`src/rtl/fetch_pkg.sv`:
```
// fetch_pkg: shared state type and constants for the instruction-fetch stage
package fetch_pkg;
    typedef enum logic [1:0] {S_IDLE, S_REQ, S_DROP, S_FULL} fetch_state_e;
    localparam logic [31:0] RESET_PC_DEFAULT = 32'h0000_0000;
    localparam int PC_STEP = 4;
endpackage

```
`src/rtl/fetch_skid.sv`:
```
// fetch_skid: one-entry {pc_n, inst} buffer that catches a return while the output is stalled
module fetch_skid
    import fetch_pkg::*;
#(
    parameter int XLEN = 32
) (
    input  logic            clk,
    input  logic            rst,
    input  logic            push,
    input  logic            pop,
    input  logic            flush,
    input  logic [XLEN-1:0] i_pc_n,
    input  logic [XLEN-1:0] i_inst,
    output logic            full,
    output logic [XLEN-1:0] o_pc_n,
    output logic [XLEN-1:0] o_inst
);
    logic            r_full;
    logic [XLEN-1:0] r_pc_n;
    logic [XLEN-1:0] r_inst;
    assign full   = r_full;
    assign o_pc_n = r_pc_n;
    assign o_inst = r_inst;
    // flush empties the entry outright; otherwise push fills it and pop drains it
    always_ff @(posedge clk) begin
        if (rst) begin
            r_full <= 1'b0;
            r_pc_n <= '0;
            r_inst <= '0;
        end else begin
            r_full <= !flush && (push || (r_full && !pop));
            if (push) begin
                r_pc_n <= i_pc_n;
                r_inst <= i_inst;
            end
        end
    end
endmodule

```
`src/rtl/fetch_unit.sv`:
```
// fetch_unit: owns the PC, issues single-outstanding imem requests, feeds the IF/ID latch
module fetch_unit
    import fetch_pkg::*;
#(
    parameter int              XLEN     = 32,
    parameter logic [XLEN-1:0] RESET_PC = XLEN'(RESET_PC_DEFAULT)
) (
    input  logic            clk,
    input  logic            rst,
    input  logic            stall,
    input  logic            redirect,
    input  logic [XLEN-1:0] redirect_pc,
    output logic            imem_req,
    output logic [XLEN-1:0] imem_addr,
    input  logic            imem_ack,
    input  logic [XLEN-1:0] imem_rdata,
    output logic            valid,
    output logic [XLEN-1:0] inst,
    output logic [XLEN-1:0] pc_n
);
    fetch_state_e    r_state;
    fetch_state_e    w_state_nx;
    logic [XLEN-1:0] r_pc;
    logic [XLEN-1:0] w_pc_nx;
    logic [XLEN-1:0] r_target;
    logic [XLEN-1:0] w_target_nx;
    logic            r_valid;
    logic [XLEN-1:0] r_inst;
    logic [XLEN-1:0] r_pc_n;
    logic [XLEN-1:0] w_redirect_pc;
    logic [XLEN-1:0] w_pc_inc;
    logic [XLEN-1:0] w_skid_pc_n;
    logic [XLEN-1:0] w_skid_inst;
    logic            w_skid_full;
    logic            w_open;
    logic            w_accept;
    logic            w_push;
    logic            w_pop;

    assign w_redirect_pc = redirect_pc & ~XLEN'(3);
    assign w_pc_inc      = r_pc + XLEN'(PC_STEP);
    assign w_open        = !r_valid || !stall;
    assign w_accept      = (r_state == S_REQ) && imem_ack && !redirect;
    assign w_push        = w_accept && !w_open;
    assign w_pop         = w_skid_full && w_open && !redirect;

    assign imem_req  = (r_state == S_REQ) || (r_state == S_DROP);
    assign imem_addr = r_pc;
    assign valid     = r_valid;
    assign inst      = r_inst;
    assign pc_n      = r_pc_n;

    fetch_skid #(.XLEN(XLEN)) u_skid (
        .clk    (clk),
        .rst    (rst),
        .push   (w_push),
        .pop    (w_pop),
        .flush  (redirect),
        .i_pc_n (w_pc_inc),
        .i_inst (imem_rdata),
        .full   (w_skid_full),
        .o_pc_n (w_skid_pc_n),
        .o_inst (w_skid_inst)
    );

    // state, PC and latched redirect target
    always_ff @(posedge clk) begin
        if (rst) begin
            r_state  <= S_IDLE;
            r_pc     <= RESET_PC;
            r_target <= RESET_PC;
        end else begin
            r_state  <= w_state_nx;
            r_pc     <= w_pc_nx;
            r_target <= w_target_nx;
        end
    end

    // next state: a pending request must complete before a redirect target is fetched
    always_comb begin
        w_state_nx  = r_state;
        w_pc_nx     = r_pc;
        w_target_nx = r_target;
        case (r_state)
            S_IDLE: begin
                w_state_nx = S_REQ;
                w_pc_nx    = redirect ? w_redirect_pc : r_pc;
            end
            S_REQ: begin
                if (imem_ack) begin
                    w_pc_nx    = redirect ? w_redirect_pc : w_pc_inc;
                    w_state_nx = w_push ? S_FULL : S_REQ;
                end else if (redirect) begin
                    w_target_nx = w_redirect_pc;
                    w_state_nx  = S_DROP;
                end
            end
            S_DROP: begin
                w_target_nx = redirect ? w_redirect_pc : r_target;
                if (imem_ack) begin
                    w_pc_nx    = redirect ? w_redirect_pc : r_target;
                    w_state_nx = S_REQ;
                end
            end
            S_FULL: begin
                w_pc_nx    = redirect ? w_redirect_pc : r_pc;
                w_state_nx = (redirect || w_pop) ? S_REQ : S_FULL;
            end
            default: w_state_nx = S_IDLE;
        endcase
    end

    // output register: redirect flushes, stall holds, otherwise skid entry beats a fresh return
    always_ff @(posedge clk) begin
        if (rst) begin
            r_valid <= 1'b0;
            r_inst  <= '0;
            r_pc_n  <= '0;
        end else if (redirect) begin
            r_valid <= 1'b0;
        end else if (w_open) begin
            r_valid <= w_skid_full || w_accept;
            if (w_skid_full) begin
                r_pc_n <= w_skid_pc_n;
                r_inst <= w_skid_inst;
            end else if (w_accept) begin
                r_pc_n <= w_pc_inc;
                r_inst <= imem_rdata;
            end
        end
    end
endmodule

```
`config.mk`:
```
export PLATFORM = sky130hd
export DESIGN_NAME = fetch_unit
export DESIGN_NICKNAME = d
export VERILOG_FILES = /design/src/rtl/fetch_pkg.sv /design/src/rtl/fetch_skid.sv /design/src/rtl/fetch_unit.sv
export SDC_FILE = /design/constraint.sdc
export NUM_CORES = 1
export LEC_CHECK = 0
export CAP_MARGIN = 5
export CORE_ASPECT_RATIO = 1.4
export CORE_MARGIN = 3
export CORE_UTILIZATION = 24
export CTS_CLUSTER_DIAMETER = 60
export DETAILED_ROUTE_END_ITERATION = 7
export PLACE_DENSITY = 0.47
export SLEW_MARGIN = 20
export SYNTH_ARGS = -nofsm -noshare
export SYNTH_HDL_FRONTEND = slang
export SYNTH_SLANG_ARGS = --single-unit
```
`constraint.sdc`:
```
create_clock -name clk -period 2.32 [get_ports clk]
set_input_delay 0.464 -clock clk [delete_from_list [all_inputs] [get_ports clk]]
set_output_delay 0.464 -clock clk [all_outputs]
set_load 0.05 [all_outputs]
```
==> out/qor.txt <==
Status - completed
Worst path slowest cell - clkdlybuf4s50_1
Leak - 4.125 nW
Seq/Total Area, Yosys - 44.36%
Share of cells above drive strength 1 - 13.25%
Synth Area in Compound Gates - 21.97%
Post-CTS Repair Setup Buffers - 0
Synth top cells by count - dfxtp_1 (196), nand2_1 (194), a21oi_1 (108), nor2_1 (108), clkbuf_1 (76)
Post-synth top area share - 44.36%
Drt first pass iters - 5
Max-Cap Viols - 0
Pwr Density - 698.6 nW/um2
Fmax - 440.8 MHz
Rows - 82
CP Depth - 1
Htree depth - 4
Final Max Slew Viols - 0
Clk sinks - 196
GP Congestion - 0.8638
Slowest stage delay, CP - 870 ps
Core ar. - 36,110 um2
Worst setup startpoint - imem_addr[28]
Root buffer cell - clkbuf_16
CP required - 1860 ps
Design area - 12,270 um2
Diodes inserted - 0
CP cell instances - clkdlybuf4s50_1
Pre-CTS WS - -46.07 ps
RSZ-0062 raised after global routing - no
Top_reg_cell synth - dfxtp_1
CP Data Arrival Time - 1800 ps
CP Buf/Inv Count - 1
Total congestion overflow - 0
DPL Wire Length - 21,010 um
Largest net degree at the start of global routing - 84
Reg-to-Reg End - pc_n[28]
CP endpoint - imem_addr[28]
Detailed router's first-iteration violation count - 464
Post-Synth Simple-Gate Area - 21.91%
Area Growth Syn to Fin - 38.68%
Final worst slack - 51.49 ps
Area leader, netlist - dfxtp_1
Routed len/inst - 16.66 um
Clock transition at the registers of the reported paths - 80 ps
Die Ht - 233.1 um
CTS tree - yes
I/O pins - 167
Yosys reg bits - 196
Synth Area in XOR/XNOR - 1.881%
Syn. warnings - 0
Syn Std Cell Area - 8845 um2
Vias per cell - 4.790
Hold/Removal Path Class - primary input to flop
Non-filler instance count after layout - 1,760
Synth area leaders - dfxtp_1 (44%), nand2_1 (8.2%), a21oi_1 (6.1%)
Post-Synthesis Cells - 1,097
Family with the most delay on the worst path - buffers and inverters
Syn avg cell area - 8.063 um2
Hold Slack - 393.2 ps
Post-synth EDFFs - 0
Die Area - 39,230 um2
Critical Path Fanout Max - 6
Nets - 1,360
Final Critical Period - 2269 ps
Die W - 168.2 um
Count leader, synth - dfxtp_1
Initial antenna violation count - 0
Async set-or-reset flop fraction in the synthesized netlist - 0%
GRT Overall Usage - 14.88%
Inserted Clock Buffers - 17
# DRC - 0
Flop2flop setup slack - 150 ps
Vias after detailed routing - 8,431
Clk_skew - 12.56 ps
Vias in the first global route - 8,049
Final Cycle Share - 97.78%
Setup crit end kind - primary output
FF-to-FF Start - imem_addr[2]
Initial Util - 24.49%
Placed inst area - 11,660 um2
Net Count, Synth - 1,171
Final core utilization - 33.96%
Area share of fa/ha/maj cells after synthesis - 0.7073%
CP Launch Type - flop
Port Buffers - 164
Worst Tran Pin Value - 775.0 ps
Max clock buf depth - 2
First-pass GRT wire length - 45,880 um
Final Hold Fails - 0
CP Class - flop to primary output
Worst vdd ir - 0.3593 mV
Largest family of logic cells by synthesized area - compound AO/OA/AOI/OAI gates
Antenna viol nets, final - 0
Mux share of post-synthesis cell area - 4.201%
Total placed cells including tap cells - 1,729
Finish-stage setup viols - 0
Clk_lat worst skew - 450 ps
R2r worst-path depth - 8
WL final - 29,320 um
Yosys cell types - 60
Slew margin rel. - 48.33%
routing by layer:
metal / global-route usage, % / routed length [um] / up-vias
met5: 0 / 0 / -
met4: 5.705 / 735 / 0
met3: 2.844 / 1076 / 39
met2: 25.30 / 14320 / 174
met1: 18.63 / 13190 / 3932
li1: - / - / 4286
worst min-delay path by stage:
stage                            from                end  slack (ps)  depth (start not counted)
floorplan                 r_target[4]        r_target[4]         440                          2
CTS                               rst         r_state[0]         360                          2
finish                            rst         r_state[0]         390                          2
detailed placement   u_skid.o_inst[4]   u_skid.o_inst[4]         450                          2
global placement    u_skid.o_inst[18]  u_skid.o_inst[18]         440                          2
global route                      rst   u_skid.o_pc_n[3]         410                          2
registers in the layout (all words and copies together), names as in the netlist:
signal,cells
r_state,2
valid,1
inst,32
u_skid.o_pc_n,32
pc_n,32
r_target,32
u_skid.full,1
imem_addr,32
u_skid.o_inst,32
through the flow:
step | power [mW] | setup TNS [ps]
6_report | 8.568 | 0
5_1_grt | 8.999 | 0
4_1_cts | 8.711 | 0
3_5_place_dp | 5.630 | -355.6
3_3_place_gp | 5.619 | -193.6
2_1_floorplan | 4.770 | 0
layout by cell type (no fill, tap or decap), drive strengths merged, types with 6 or more instances in the layout:
cell           instances
a221oi                25
a21oi                108
nand3                 25
dfxtp                196
o211ai                14
xor2                   6
xnor2                 13
nor2                 108
a211oi                60
nand2b                11
a31oi                 12
buf                  109
clkdlybuf4s50        155
a221o                  7
clkbuf                20
nand2                194
nor3b                  6
nor3                  36
inv                   13
o21ai                 33
nor4                  12
o31a                   6
nand4                 14
mux2i                 36
repair_timing:
action	in CTS	in global routing
endpoints found under the hold margin	0	0
endpoints found under the setup margin	3	19
hold buffers	0	0
resized for setup	3	6
power breakdown:
| part | total (mW) | internal (mW) | switching, mW |
|---|---|---|---|
| Combinational | 1.90 | 0.749 | 1.15 |
| Sequential | 3.64 | 3.52 | 0.125 |
| Clock | 3.03 | 1.65 | 1.38 |
kinds of logic after synthesis:
group                      count (synthesis)
adders and majority gates                  5
DFF                                      196
xor gates and xnor gates                  19
AOI/OAI and AO/OA                        297
buffers and inverters                    111
and+or+nand+nor                          432
muxes                                     37
layout make-up:
type	instances	area, um2
well taps	462	578.1
multi-input cells	790	4527
flip-flops and latches	196	3944
clock inverters	11	127.6
inverters	12	45.04
fillers	3768	23850
clock buffers	20	456.7
repair buffers	269	2587
No activity file was read; power rests on OpenSTA's default activity.
